## config.mk

```make
export PLATFORM = sky130hd
export DESIGN_NAME = lut3_sweep_ctrl
export DESIGN_NICKNAME = d
export VERILOG_FILES = /design/src/rtl/lut3_sweep_ctrl.sv
export SDC_FILE = /design/constraint.sdc
export NUM_CORES = 1
export LEC_CHECK = 0
export BUFFER_PORTS_ARGS = -buffer_cell sky130_fd_sc_hd__buf_2
export CELL_PAD_IN_SITES_DETAIL_PLACEMENT = 0
export CELL_PAD_IN_SITES_GLOBAL_PLACEMENT = 2
export CORE_ASPECT_RATIO = 1.5
export CORE_MARGIN = 1.5
export CORE_UTILIZATION = 32
export CTS_CLUSTER_DIAMETER = 150
export CTS_CLUSTER_SIZE = 10
export DETAILED_ROUTE_END_ITERATION = 6
export GPL_TIMING_DRIVEN = 0
export PLACE_DENSITY = 0.74
export SLEW_MARGIN = 20
export SYNTH_ARGS = -nofsm -noshare
export SYNTH_HDL_FRONTEND = slang
export SYNTH_SLANG_ARGS = --single-unit
```

## constraint.sdc

```tcl
create_clock -name clk -period 3.9 [get_ports clk]
set_clock_uncertainty 0.2 [all_clocks]
set_input_delay 0.975 -clock clk [delete_from_list [all_inputs] [get_ports clk]]
set_output_delay 0.975 -clock clk [all_outputs]
set_load 0.005 [all_outputs]
```

## src/rtl/lut3_sweep_ctrl.sv

```systemverilog
// lut3_sweep_ctrl: walks a 3-input LUT through all eight input vectors.
// Each vector is held for SETTLE_CYCLES cycles, and then the LUT output is
// compared with the latched expected truth table. The block reports the
// mismatch count, the lowest failing vector and a pass flag.
//
// Handshake: start is a single-cycle request that is accepted only in IDLE.
// busy is high from the cycle after acceptance through the done cycle. done
// is a one-cycle pulse, and in that same cycle pass/err_count/fail_idx
// already hold the final results. The results stay stable until the next
// accepted start. There is no backpressure.
module lut3_sweep_ctrl #(
    parameter int unsigned SETTLE_CYCLES = 4
) (
    input  logic       clk,
    input  logic       rst,
    input  logic       start,
    input  logic [7:0] init,
    input  logic       dut_o,
    output logic [2:0] dut_i,
    output logic       busy,
    output logic       done,
    output logic       pass,
    output logic [3:0] err_count,
    output logic [2:0] fail_idx,
    output logic [1:0] state_dbg
);

    typedef enum logic [1:0] {
        IDLE   = 2'd0,
        SETTLE = 2'd1,
        CHECK  = 2'd2,
        DONE   = 2'd3
    } state_t;

    localparam logic [7:0] SETTLE_LOAD = 8'(SETTLE_CYCLES - 1);

    state_t     state;
    state_t     state_next;
    logic [7:0] init_q;
    logic [2:0] idx;
    logic [7:0] cnt;
    logic       mismatch;
    logic [3:0] err_next;

    // Compare the LUT output against the expected bit. The error count saturates at 8.
    always_comb begin
        mismatch = 1'b0;
        err_next = err_count;
        if (state == CHECK) begin
            mismatch = (dut_o != init_q[idx]);
        end
        if (mismatch && (err_count != 4'd8)) begin
            err_next = err_count + 4'd1;
        end
    end

    // State register.
    always_ff @(posedge clk) begin
        if (rst) begin
            state <= IDLE;
        end else begin
            state <= state_next;
        end
    end

    // Next-state decode.
    always_comb begin
        state_next = state;
        case (state)
            IDLE:    if (start) state_next = SETTLE;
            SETTLE:  if (cnt == 8'd0) state_next = CHECK;
            CHECK:   state_next = (idx == 3'd7) ? DONE : SETTLE;
            DONE:    state_next = IDLE;
            default: state_next = IDLE;
        endcase
    end

    // Datapath: latch the truth table, step the vector index and settle counter, and accumulate results.
    always_ff @(posedge clk) begin
        if (rst) begin
            init_q    <= 8'd0;
            idx       <= 3'd0;
            cnt       <= 8'd0;
            pass      <= 1'b0;
            err_count <= 4'd0;
            fail_idx  <= 3'd0;
        end else begin
            case (state)
                IDLE: begin
                    if (start) begin
                        init_q    <= init;
                        idx       <= 3'd0;
                        cnt       <= SETTLE_LOAD;
                        err_count <= 4'd0;
                        fail_idx  <= 3'd0;
                    end
                end
                SETTLE: begin
                    if (cnt != 8'd0) begin
                        cnt <= cnt - 8'd1;
                    end
                end
                CHECK: begin
                    err_count <= err_next;
                    if (mismatch && (err_count == 4'd0)) begin
                        fail_idx <= idx;
                    end
                    if (idx == 3'd7) begin
                        pass <= (err_next == 4'd0);
                    end else begin
                        idx <= idx + 3'd1;
                        cnt <= SETTLE_LOAD;
                    end
                end
                default: ;
            endcase
        end
    end

    assign dut_i     = idx;
    assign busy      = (state != IDLE);
    assign done      = (state == DONE);
    assign state_dbg = state;

endmodule

```

==> results.json <==
{
  "tightestPinTransition_ns": 0.580,
  "firstDrtPassIters": 4,
  "outcome": "complete, no violations",
  "crit_required_ns": 3.91,
  "grt_pass1_wl_um": 5910,
  "cts_sinks": 29,
  "grt_max_degree": 11,
  "overflow": 0,
  "swShare_pct": 28.9,
  "intPower_w": 0.000609,
  "holdCritStartpoint": "fail_idx[0]",
  "viasPerCell": 4.73,
  "min_path_cells": 2,
  "die_w_um": 59.0,
  "synth_edf_count": 0,
  "rows": 30,
  "max_freq_ghz": 0.340,
  "start_util_pct": 33.2,
  "clk_pin_slew_ns": 0.06,
  "core_area_um2": 4540,
  "pwr-share-seq_pct": 40.3,
  "cts_resized": 0,
  "r2r-start": "dut_i[0]",
  "synth_cells": 176,
  "async_flop_share_pct": 0,
  "cts.path.max_buffers": 2,
  "ctsHoldBuffers": 0,
  "end_kind": "flip-flop",
  "die_h_um": 87.1,
  "cts_buffers": 5,
  "grt_setup_unrepaired": "no",
  "io_pins": 27,
  "vias": 1290,
  "arrival_ns": 2.95,
  "dp_hpwl_um": 2650,
  "yosysWarnings": 0,
  "peakVddDrop_mv": 0.195,
  "hold_class": "flip-flop to flip-flop",
  "final_cell_area_um2": 1830,
  "finalHoldViolations": 0,
  "place.gp.congestion": 0.724,
  "fin_crit_sh_pct": 75.4,
  "final_util_pct": 40.3,
  "drtIter0Drc": 50,
  "die-area_um2": 5140,
  "synthesis.nets": 194,
  "finalNetCount": 226,
  "combinationalPowerShare_pct": 22.0,
  "cts_tree": "done",
  "clk_root_buffer_cell": "clkbuf_8",
  "p_leak_nw": 0.774,
  "ys_types": 35,
  "track_usage_pct": 15.2,
  "wire_per_inst_um": 12.8,
  "worst-r2r-setup-slack_ns": 0.96,
  "whs_endpoint": "fail_idx[0]",
  "numPortBuffers": 25,
  "path_max_fanout": 7,
  "r2r-end": "pass",
  "htree_levels": 2,
  "r2r_cells": 7,
  "p_clk_share_pct": 37.6,
  "timing.setup.tns_ns": 0,
  "post-cts-setup-buffer-count": 0,
  "dp_cells": 265,
  "yosys_register_bits": 29,
  "ant_nets": 0,
  "final_cell_count_no_fill": 273,
  "final_cell_mix": "29 x nand2_1, 29 x dfxtp_1, 25 x buf_2, 21 x nor2_1, 21 x a21oi_1",
  "routed_wl_um": 3480,
  "area_growth_syn_to_layout_pct": 21.3,
  "grt_pass1_vias": 1282,
  "powerDensity_nw_per_um2": 468,
  "finalSetupViolCount": 0,
  "place_area_um2": 1710,
  "hold_ws_ns": 0.253,
  "synthFlopType": "dfxtp_1",
  "syn_area_per_cell_um2": 8.57,
  "drv_slew": 0,
  "slew_headroom_pct": 61.2,
  "antenna_found_initial": 0,
  "maxCapViolCount": 0,
  "ys_seq_area_share_pct": 38.5,
  "p_sw_w": 0.000247,
  "critPathLaunchType": "flip-flop",
  "drc_errors": 0,
  "crit_type": "flip-flop to flip-flop",
  "syn_area_um2": 1510,
  "n_antenna_cell": 0,
  "drive_gt1_share_pct": 20.6,
  "clk_latency_ns": 0.28,
  "layout_min_cycle_time_ns": 2.94
}
## per-layer routing
layer  wire [um]  track usage [%]  vias to the layer above  share of wire (%)
li1            -                -                      666                  -
met1        1410             17.1                      597                 41
met3         107             3.57                        6                3.1
met5           0                0                        -                  0
met2        1910             27.2                       21                 55
met4          51             5.58                        0                1.5
## flip-flops by register name, summed over array words and instances (netlist names)
| register | cells |
|---|---|
| cnt | 8 |
| dut_i | 3 |
| err_count | 4 |
| fail_idx | 3 |
| init_q | 8 |
| pass | 1 |
| state_dbg | 2 |
## worst max-delay path by stage
stage / startpoint / end / cells after the start
6_report: dut_i[0] / pass / 7
5_1_grt: dut_i[0] / pass / 7
4_1_cts: dut_i[0] / pass / 7
3_5_place_dp: dut_i[0] / pass / 7
3_3_place_gp: dut_i[0] / pass / 7
2_1_floorplan: dut_i[0] / pass / 7
## power by group through the flow
stage | logic (W) | clock network [W] | registers (W)
floorplan | 0.000143 | 0 | 0.000347
global placement | 0.000187 | 0 | 0.000351
detailed placement | 0.000191 | 0 | 0.000353
CTS | 0.000192 | 0.000330 | 0.000346
global route | 0.000214 | 0.000346 | 0.000350
finish | 0.000189 | 0.000322 | 0.000345
## worst max-delay path: stages, from the launching register on
cell     delay, ns
dfxtp_1       0.38
buf_6         0.16
mux2_1        0.32
mux4_2        0.56
mux2i_1       0.21
mux2_1        0.36
or4_1         0.52
a21oi_1       0.15
## cells in the mapped netlist (2+ instances only)
cell type   n  share of area [%]
nand2_1    29                7.2
ha_1        6                5.0
nand3b_1    8                4.0
nand3_1     8                2.7
a22oi_1     2                1.0
buf_6       2                1.5
xor2_1      6                3.5
inv_1       6                1.5
or4_1       3                1.5
mux2i_1     4                2.7
and2_1      3                1.2
nand2b_1    2               0.83
dfxtp_1    29                 39
clkbuf_1    3               0.75
nor2_1     21                5.2
mux2_1      2                1.5
mux2_4      3                3.0
nor2b_1     2               0.83
a21oi_1    21                7.0
## logic make-up after synthesis
group                      share of synthesized area [%]
AOI/OAI and AO/OA                                   11.0
DFF                                                 38.5
and+or+nand+nor                                     25.8
buffers and inverters                               4.81
muxes                                               10.9
adders and majority gates                           4.98
xor gates and xnor gates                            4.07
## layout make-up
class / instances / area, um2
timing repair buffer: 25 / 125
fill: 494 / 2710
clock buffer: 7 / 86.3
multi-input combinational: 134 / 855
clock inverter: 1 / 30.0
buffer: 7 / 50.0
inverter: 6 / 22.5
sequential: 29 / 581
tap: 64 / 80.1
## per-stage QoR
stage | setup WS [ns] | total power (W)
final | 0.958 | 0.000856
after global routing | 0.845 | 0.000910
after CTS | 0.916 | 0.000868
after detailed placement | 0.947 | 0.000543
after global placement | 0.949 | 0.000537
after floorplan | 1.15 | 0.000490
Power figures use the tool's default switching activity.
